File: config.mk
export PLATFORM = sky130hd
export DESIGN_NAME = spi_peripheral
export DESIGN_NICKNAME = d
export VERILOG_FILES = /design/src/rtl/spi_peripheral.sv
export SDC_FILE = /design/constraint.sdc
export NUM_CORES = 1
export LEC_CHECK = 0
export ABC_AREA = 1
export BUFFER_PORTS_ARGS = -buffer_cell sky130_fd_sc_hd__buf_2
export CAP_MARGIN = 20
export CORE_MARGIN = 2
export CORE_UTILIZATION = 55
export CTS_BUF_LIST = sky130_fd_sc_hd__clkbuf_16
export DETAILED_ROUTE_END_ITERATION = 10
export PLACE_DENSITY = 0.78
export SETUP_SLACK_MARGIN = 0.2
export SLEW_MARGIN = 20
export SYNTH_ARGS = -nofsm -noshare
export SYNTH_HDL_FRONTEND = slang
export SYNTH_SLANG_ARGS = --single-unit
File: constraint.sdc
create_clock -name clk -period 2.1 [get_ports clk]
set_input_delay 0.105 -clock clk [delete_from_list [all_inputs] [get_ports clk]]
set_output_delay 0.105 -clock clk [all_outputs]
set_load 0.02 [all_outputs]
File: src/rtl/spi_peripheral.sv
// SPI mode-0 write-only peripheral: synchronizes sclk/copi/ncs into clk, assembles
// 16-bit frames {wr, addr[6:0], data[7:0]} and commits writes into five 8-bit registers.
//   state | meaning
//   IDLE  | waiting for a chip-select falling edge
//   SHIFT | collecting frame bits on sclk rising edges
//   FULL  | 16 bits held; extra sclk edges ignored until chip-select rises
module spi_peripheral #(
    parameter int unsigned SYNC_STAGES = 2,
    parameter logic [6:0]  MAX_ADDR    = 7'h04
) (
    input  logic       clk,
    input  logic       rst,
    input  logic       sclk,
    input  logic       copi,
    input  logic       ncs,
    output logic [7:0] en_reg_out_7_0,
    output logic [7:0] en_reg_out_15_8,
    output logic [7:0] en_reg_pwm_7_0,
    output logic [7:0] en_reg_pwm_15_8,
    output logic [7:0] pwm_duty_cycle,
    output logic       wr_strobe,
    output logic       frame_err
);
    localparam int unsigned NS = (SYNC_STAGES < 2) ? 2 : SYNC_STAGES;

    typedef enum logic [1:0] {IDLE, SHIFT, FULL} state_t;

    logic [NS-1:0] sclk_sync_q, copi_sync_q, ncs_sync_q, vld_q;
    logic          sclk_prev_q, ncs_prev_q, armed_q;
    logic          sclk_s, copi_s, ncs_s;
    logic          sclk_rise, ncs_rise, ncs_fall;

    state_t        state_q, state_d;
    logic [4:0]    cnt_q, cnt_d;
    logic [15:0]   shift_q, shift_d;
    logic [7:0]    regs_q [5];
    logic [7:0]    regs_d [5];
    logic          wr_strobe_q, wr_strobe_d;
    logic          frame_err_q, frame_err_d;

    always_ff @(posedge clk) begin
        if (rst) begin
            sclk_sync_q <= '0;
            copi_sync_q <= '0;
            ncs_sync_q  <= '1;
            vld_q       <= '0;
            sclk_prev_q <= 1'b0;
            ncs_prev_q  <= 1'b1;
            armed_q     <= 1'b0;
        end else begin
            sclk_sync_q <= {sclk_sync_q[NS-2:0], sclk};
            copi_sync_q <= {copi_sync_q[NS-2:0], copi};
            ncs_sync_q  <= {ncs_sync_q[NS-2:0], ncs};
            vld_q       <= {vld_q[NS-2:0], 1'b1};
            sclk_prev_q <= sclk_s;
            ncs_prev_q  <= ncs_s;
            // Only accept a frame start once chip-select has truly been seen high after reset
            armed_q     <= armed_q | (vld_q[NS-1] & ncs_s);
        end
    end

    assign sclk_s    = sclk_sync_q[NS-1];
    assign copi_s    = copi_sync_q[NS-1];
    assign ncs_s     = ncs_sync_q[NS-1];
    assign sclk_rise = sclk_s & ~sclk_prev_q;
    assign ncs_rise  = ncs_s & ~ncs_prev_q;
    assign ncs_fall  = armed_q & ncs_prev_q & ~ncs_s;

    always_ff @(posedge clk) begin
        if (rst) begin
            state_q     <= IDLE;
            cnt_q       <= '0;
            shift_q     <= '0;
            wr_strobe_q <= 1'b0;
            frame_err_q <= 1'b0;
            for (int i = 0; i < 5; i++) regs_q[i] <= '0;
        end else begin
            state_q     <= state_d;
            cnt_q       <= cnt_d;
            shift_q     <= shift_d;
            wr_strobe_q <= wr_strobe_d;
            frame_err_q <= frame_err_d;
            for (int i = 0; i < 5; i++) regs_q[i] <= regs_d[i];
        end
    end

    always_comb begin
        state_d = state_q;
        case (state_q)
            IDLE:    if (ncs_fall) state_d = SHIFT;
            SHIFT: begin
                if (ncs_rise)
                    state_d = IDLE;
                else if (sclk_rise && !ncs_s && cnt_q == 5'd15)
                    state_d = FULL;
            end
            FULL:    if (ncs_rise) state_d = IDLE;
            default: state_d = IDLE;
        endcase
    end

    always_comb begin
        cnt_d       = cnt_q;
        shift_d     = shift_q;
        wr_strobe_d = 1'b0;
        frame_err_d = 1'b0;
        for (int i = 0; i < 5; i++) regs_d[i] = regs_q[i];
        case (state_q)
            IDLE: begin
                if (ncs_fall) begin
                    cnt_d   = '0;
                    shift_d = '0;
                end
            end
            SHIFT: begin
                // chip-select edge wins over a coincident sclk edge
                if (ncs_rise) begin
                    frame_err_d = 1'b1;
                end else if (sclk_rise && !ncs_s) begin
                    shift_d = {shift_q[14:0], copi_s};
                    cnt_d   = cnt_q + 5'd1;
                end
            end
            FULL: begin
                if (ncs_rise && shift_q[15] && shift_q[14:8] <= MAX_ADDR) begin
                    wr_strobe_d = 1'b1;
                    for (int i = 0; i < 5; i++)
                        if (shift_q[14:8] == 7'(i)) regs_d[i] = shift_q[7:0];
                end
            end
            default: ;
        endcase
    end

    assign en_reg_out_7_0  = regs_q[0];
    assign en_reg_out_15_8 = regs_q[1];
    assign en_reg_pwm_7_0  = regs_q[2];
    assign en_reg_pwm_15_8 = regs_q[3];
    assign pwm_duty_cycle  = regs_q[4];
    assign wr_strobe       = wr_strobe_q;
    assign frame_err       = frame_err_q;
endmodule

### Word level (Yosys, flattened, before mapping)

Memories as Yosys holds them, arrays and structs flattened.
Index checks and enable logic that the tools add are counted.

* register bits: 36
* RAM bits: 40
* bits of input ports: 5
* logic and storage cells: 87
* memories: 1

* add/subtract/negate cells: 1
* order comparisons: 1
* equality and inequality tests: 12
* multiplexer cells: 31
* bitwise logic cells: 16
* reduce and logical (&&, ||, !) cells: 12

Memories
* regs_q: words 5, width 8, read ports 5, clocked after memory_dff 0, write ports 5, line 36 `logic [7:0] regs_q [5];`

Operator list (count)
* $mux W40: 2
* $mux W8: 10
* $mux W16: 3
* $pmux W16 S2: 1
* $mux W5: 3
* $eq A7 B2 Y1 const B: 2
* $pmux W5 S2: 1
* $mux W2: 4
* $ne A2 B2 Y1 const B: 4
* $eq A7 B1 Y1 const B: 1
* $eq A7 B3 Y1 const B: 1
* $le A7 B3 Y1 const B: 1
* $logic_not A7 Y1: 1
* $mux W1: 6
* $or A1 B1 Y1: 6
* $pmux W2 S3: 1
* $add A5 B1 Y5 const B: 1
* $and A1 B1 Y1: 5
* $eq A5 B4 Y1 const B: 1
* $not A1 Y1: 5
* $logic_and A1 B1 Y1: 4
* $reduce_and A4 Y1: 1
* $reduce_or A2 Y1: 2
* $ne A3 B3 Y1 const B: 1
* other kinds (6): 6

### Logic depth before layout (Yosys ltp)

Gate-level depths: netlist of run 1.

* word-level depth: 7
* gate-level depth with buffers: 9
* mapped depth without buffers: 9

### Least setup slack after synthesis of run 1

No wires, ideal clock.

* kind: reg-to-reg
* from: reg shift_q[8]
* to: mem regs_q[2][5], in the netlist regs_q[0][21]
* setup time: 0.113 ns
* data arrival time: 1.316 ns
* data required time: 1.987 ns
* setup slack: 0.671 ns
* stages on the path, launching flop included: 10
* path buffers: 1
* cell sequence: dfxtp_1 inv_2 nand2_1 nor2_1 nand2_1 a21oi_2 buf_4 nand3_1 nand2_1 nor2_1

RTL lines
* start: declaration: line 35 `logic [15:0] shift_q, shift_d;`
* start signal: assignment: line 80 `shift_q <= shift_d;`
* end: declaration: line 36

==> flow_summary.toml, run 1 <==
[clock_network]
cts_setup_buffers = 0
cts_tree = "built"
cts_htree_levels = 3
clock-sinks = 76
cts.path.max_buffers = 2
cts_buffers = 9
clock_latency_ns = 0.33
clk_transition_reported_paths_ns = 0.06
cts-root-buf = "clkbuf_16"

[sta]
slew_violations = 0
fmax_ghz = 0.5779
rsz0062_at_grt = "no"
finalSetupViolations = 0
setup_tns_ns = 0
worst-slew-pin-transition_ns = 0.5060
min_period_ns = 1.731
relSlewSlack_pct = 66.09
period_share_pct = 82.41
skew_ns = 0.006631
timing.hold.ws_ns = 0.1310
report.final.hold_viol_count = 0

[job]
maxCapViolations = 0

[setup_path]
start_kind = "flop"
endpoint_kind = "flop"
required_ns = 2.36
worstPathArrival_ns = 1.99
critPathMaxFanout = 16
criticalPathCategory = "flop to flop"

[floorplanning]
die_y_um = 77.89
num_rows = 26
io_pins = 47
start_util_pct = 58.06
coreArea_um2 = 5172
dieArea_um2 = 6067
dieWidth_um = 77.89

[synthesis]
syn-instance-count = 394
synth_top_flop_cell = "dfxtp_1"
ys_seq_area_share_pct = 50.67
yosysUniqueCellTypes = 28
synth_area_um2 = 3003
async_flop_share_pct = 0
ys_ff_latch = 76
synth_enable_flop_cells = 0
avgSynthCellArea_um2 = 7.622
yosysWarnings = 0
syn-num-nets = 401

[finish]
multi_input_area_um2 = 1256
antennaDiodeCount = 0
drive_above_1_share_pct = 18.89
n_fill_cell = 433
area_growth_pct = 20.58
ff_latch_area_um2 = 1521
final_nets = 452

[drt]
wirelength_um = 6700
ant_nets = 0
vias = 2661
first_pass_iters = 5
wl_per_cell_um = 12.88
post-route-drc-count = 0
routed_via_density = 5.117
drt_iter0_markers = 317

[global_routing]
antenna_found_initial = 0
grt_pass1_wl_um = 11260
grt_max_degree = 52
grt_pass1_vias = 2361
track_usage_pct = 23.82
grt_overflow_total = 0

[place]
post-dp-hpwl_um = 4411
port_buffers = 46
gp_congestion = 0.8227

[power_and_ir_drop]
ir_worst_vdd_mv = 0.6472
cellPowerDensity_nw_per_um2 = 889.1
p_leak_nw = 1.653

[outcome]
status = "finished clean"

[hold_path]
hold_path.class = "input pin to flop"
-- path summary, 6_finish.rpt --
check            startpoint        endpoint  slack, ns  cells after the start
max             shift_q[14]    regs_q[0][9]       0.37                      6
min                     rst  copi_sync_q[1]       0.13                      2
max reg2reg     shift_q[14]    regs_q[0][9]       0.37                      6
min reg2reg  copi_sync_q[0]  copi_sync_q[1]       0.40                      2
-- repair_timing --
| item | in CTS | in global routing |
|---|---|---|
| resized for setup | 0 | 0 |
| hold buffers | 3 | 0 |
| endpoints found under the hold margin | 3 | 0 |
-- metrics by stage --
stage,std cells,setup WS (ns),total power [mW],cell area [um^2],util (%)
detailed placement,501,0.4158,1.634,3276,63.33
global route,520,0.2072,3.327,3621,70.00
global placement,501,0.5033,1.631,3276,63.33
CTS,520,0.4004,3.235,3621,70.00
floorplan,394,0.6714,1.605,3003,-
finish,520,0.3695,3.219,3621,70.00
-- cells in the mapped netlist, types with 3 or more instances --
| master | n | share of area, % |
|---|---|---|
| inv_1 | 35 | 4.4 |
| dfxtp_1 | 76 | 51 |
| o21ai_0 | 19 | 3.2 |
| buf_4 | 4 | 1.0 |
| nor2_2 | 5 | 1.0 |
| inv_2 | 4 | 0.50 |
| nand3_1 | 36 | 6.0 |
| clkinv_1 | 3 | 0.37 |
| clkbuf_1 | 7 | 0.88 |
| nor3_1 | 4 | 0.67 |
| nor3_2 | 3 | 1.0 |
| a22oi_1 | 5 | 1.3 |
| nor2_1 | 84 | 10 |
| a21oi_1 | 31 | 5.2 |
| nand2_1 | 61 | 7.6 |
-- flip-flops by register name, indices dropped and copies added, names as in the netlist, 2 cells and up --
| register | count |
|---|---|
| sclk_sync_q | 2 |
| state_q | 2 |
| regs_q | 40 |
| vld_q | 2 |
| shift_q | 16 |
| cnt_q | 5 |
| copi_sync_q | 2 |
| ncs_sync_q | 2 |
-- cell families (layout without fill, tap and decap cells) --
kind of cell,Yosys count,count (layout),share of synthesized area (%)
flops,76,76,50.67
compound gates,57,57,10.42
buf+inv,54,110,7.500
simple gates,205,205,30.58
fa+ha+maj,2,2,0.8332
-- layout make-up --
class / instances / share of cell area [%]
inverter: 42 / 4.354
multi-input combinational: 264 / 34.69
clock inverter: 7 / 2.488
timing repair buffer: 52 / 7.809
clock buffer: 9 / 6.220
sequential: 76 / 42.02
tap: 70 / 2.419
-- critical path: stages, from the launching register on --
cell	delay, ns
dfxtp_1	0.41
nor2_1	0.08
nand3_2	0.15
clkinv_1	0.25
nand2_1	0.44
o21ai_0	0.16
a21oi_1	0.16
-- report_power, final --
group | total (mW) | internal, mW | switching [mW]
logic | 0.131 | 0.0389 | 0.0917
registers | 1.48 | 1.46 | 0.0156
clock network | 1.61 | 1.03 | 0.575
total | 3.22 | 2.54 | 0.682
-- metal layers --
layer  GRT usage [%]  wire [um]  vias up
met5               0          0        -
met4           11.05        104        0
met3           5.465        443       11
met2           38.28       3191       90
met1           30.38       2961     1194
li1                -          -     1366
-- cell usage in the layout, fill, tap and decap left out, types with 5 or more instances in the layout --
cell type	instances
nor2_1	84
dfxtp_1	76
nand2_1	61
buf_2	46
nand3_1	36
inv_1	35
a21oi_1	31
o21ai_0	19
clkbuf_16	9
clkinv_1	5
nor2_2	5
a22oi_1	5
Note: power is estimated with default switching activity, not from simulation.
==> run 2: changes to the inputs <==
--- a/config.mk
+++ b/config.mk
@@ -9,10 +9,10 @@
 export BUFFER_PORTS_ARGS = -buffer_cell sky130_fd_sc_hd__buf_2
 export CAP_MARGIN = 20
 export CORE_MARGIN = 2
-export CORE_UTILIZATION = 55
+export CORE_UTILIZATION = 50
 export CTS_BUF_LIST = sky130_fd_sc_hd__clkbuf_16
 export DETAILED_ROUTE_END_ITERATION = 10
-export PLACE_DENSITY = 0.78
+export PLACE_DENSITY = 0.75
 export SETUP_SLACK_MARGIN = 0.2
 export SLEW_MARGIN = 20
 export SYNTH_ARGS = -nofsm -noshare
==> constraint.sdc (replaced) <==
create_clock -name clk -period 1.4 [get_ports clk]
set_input_delay 0.07 -clock clk [delete_from_list [all_inputs] [get_ports clk]]
set_output_delay 0.07 -clock clk [all_outputs]
set_load 0.02 [all_outputs]
==> flow_summary.toml, run 2 (same netlist as run 1, synthesis figures left out) <==
[outcome]
status = "complete, but fails checks"
violations = "setup timing"

[setup_path]
worst_path_most_repeated_cell = "nand2_2"
cp_top_family = "simple AND/OR/NAND/NOR gates"
critPathMaxFanout = 8
criticalPathCategory = "flop to flop"
worstPathArrival_ns = 1.79
required_ns = 1.62
cp.buffers_inverters = 2
endpoint_kind = "flop"
worstPathCellList = "inv_2, nand2_2, nor2_4, nand2_4, a21oi_4, clkbuf_16, nand3_2, nand2_2, nor2_1"
cp_slowest_cell = "dfxtp_2"
slowest_delay_ns = 0.34
start_kind = "flop"

[sta]
min_period_ns = 1.567
relSlewSlack_pct = 71.68
rsz0062_at_grt = "yes"
slew_violations = 0
report.final.hold_viol_count = 0
period_share_pct = 111.9
fin_ws_ns = -0.1672
finalSetupViolations = 43
skew_ns = 0.009683
timing.hold.ws_ns = 0.1419
worst-slew-pin-transition_ns = 0.4243
fmax_ghz = 0.6381

[power_and_ir_drop]
ir_worst_vdd_mv = 0.9141
cellPowerDensity_nw_per_um2 = 964.0
p_leak_nw = 2.021

[global_routing]
grt_max_degree = 28
grt_overflow_total = 0
track_usage_pct = 27.83
antenna_found_initial = 0
grt_pass1_vias = 2863
grt_pass1_wl_um = 13930

[clock_network]
clk_transition_reported_paths_ns = 0.06
clock_latency_ns = 0.34
cts.path.max_buffers = 2
cts_htree_levels = 3
clock-sinks = 76
cts-root-buf = "clkbuf_16"
cts_tree = "built"
cts_buffers = 9

[floorplanning]
dieWidth_um = 81.50
start_util_pct = 51.33
num_rows = 28
io_pins = 47
coreArea_um2 = 5851
die_y_um = 81.50
dieArea_um2 = 6641

[finish]
area_growth_pct = 61.62
final_nets = 506
stdcell_area_um2 = 4853
final_cell_mix = "66 x nor2_1, 63 x dfxtp_1, 46 x buf_2"
top_regs = "regs_q: 40 flops, shift_q: 16 flops, cnt_q: 5 flops"
drive_above_1_share_pct = 54.37
regMostFlops = "regs_q"
antennaDiodeCount = 0
final_common_cell = "nor2_1"
largest_reg_flops = 40

[drt]
post-route-drc-count = 0
drt_iter0_markers = 228
first_pass_iters = 7
wl_per_cell_um = 19.40
vias = 3319
wirelength_um = 11240
ant_nets = 0
routed_via_density = 5.732

[hold_path]
hold_path.class = "input pin to flop"

[place]
place_ws_ns = -0.01028
post-dp-hpwl_um = 4645
port_buffers = 46
gp_congestion = 0.8087
place_area_um2 = 3552

[job]
maxCapViolations = 0
[run 2: changes by cell type in the layout (fill, tap and decap cells not counted), sizes merged]
cell,delta
bufinv,-2
clkinv,-1
inv,+3
nand2,+5
buf,+48
clkbuf,+1
[run 2: path summary, 6_finish.rpt]
check                                     from              to  cells after the start  slack [ns]
worst max register to register     shift_q[12]   regs_q[0][20]                      9       -0.17
worst max-delay path               shift_q[12]   regs_q[0][20]                      9       -0.17
worst min register to register  copi_sync_q[0]  copi_sync_q[1]                      2        0.40
worst min-delay path                       rst      state_q[0]                      3        0.14
[run 2: through the flow]
step                instances  power, mW  utilization [%]  TNS (ns)
finish                    579      4.678            82.96    -2.839
global route              579      4.803            82.96    -4.625
CTS                       568      4.541            75.28         0
detailed placement        519      2.504            60.71  -0.03935
global placement          519      2.498            60.71         0
floorplan                 394      2.439                -         0
[run 2: report_power, final]
part / switching, mW / internal (mW) / total (mW) / leakage [nW]
Clock: 0.866 / 1.16 / 2.03 / 0.142
Sequential: 0.0376 / 2.19 / 2.22 / 0.622
Combinational: 0.269 / 0.160 / 0.429 / 1.26
[run 2: worst register-to-register path: stages (launching register included)]
cell	delay (ns)
dfxtp_2	0.34
inv_2	0.08
nand2_2	0.08
nor2_4	0.15
nand2_4	0.09
a21oi_4	0.23
clkbuf_16	0.21
nand3_2	0.10
nand2_2	0.11
nor2_1	0.07
[run 2: routing by layer]
layer / GRT usage (%) / routed length [um] / share of wire (%) / up-vias
met4: 10.85 / 796 / 7.1 / 0
met5: 0 / 0 / 0 / -
li1: - / - / - / 1481
met2: 48.20 / 5509 / 49 / 233
met1: 33.47 / 3955 / 35 / 1522
met3: 6.264 / 974 / 8.7 / 83
[run 2: what timing repair did]
action | in CTS | in global routing
buffers inserted | 25 | 10
hold endpoints to repair | 3 | 0
cloned | 5 | 1
setup endpoints to repair | 64 | 64
pin swaps | 27 | 40
gates resized for setup | 70 | 107
hold buffers | 3 | 0
[run 2: area by class of cell]
cell class	instances	area [um^2]
Tap cell	75	93.84
Clock buffer	9	225.2
Timing Repair Buffer	101	767.0
Sequential cell	76	1558
Inverter	42	175.2
Multi-Input combinational cell	269	2006
Fill cell	310	997.2
Clock inverter	7	28.78
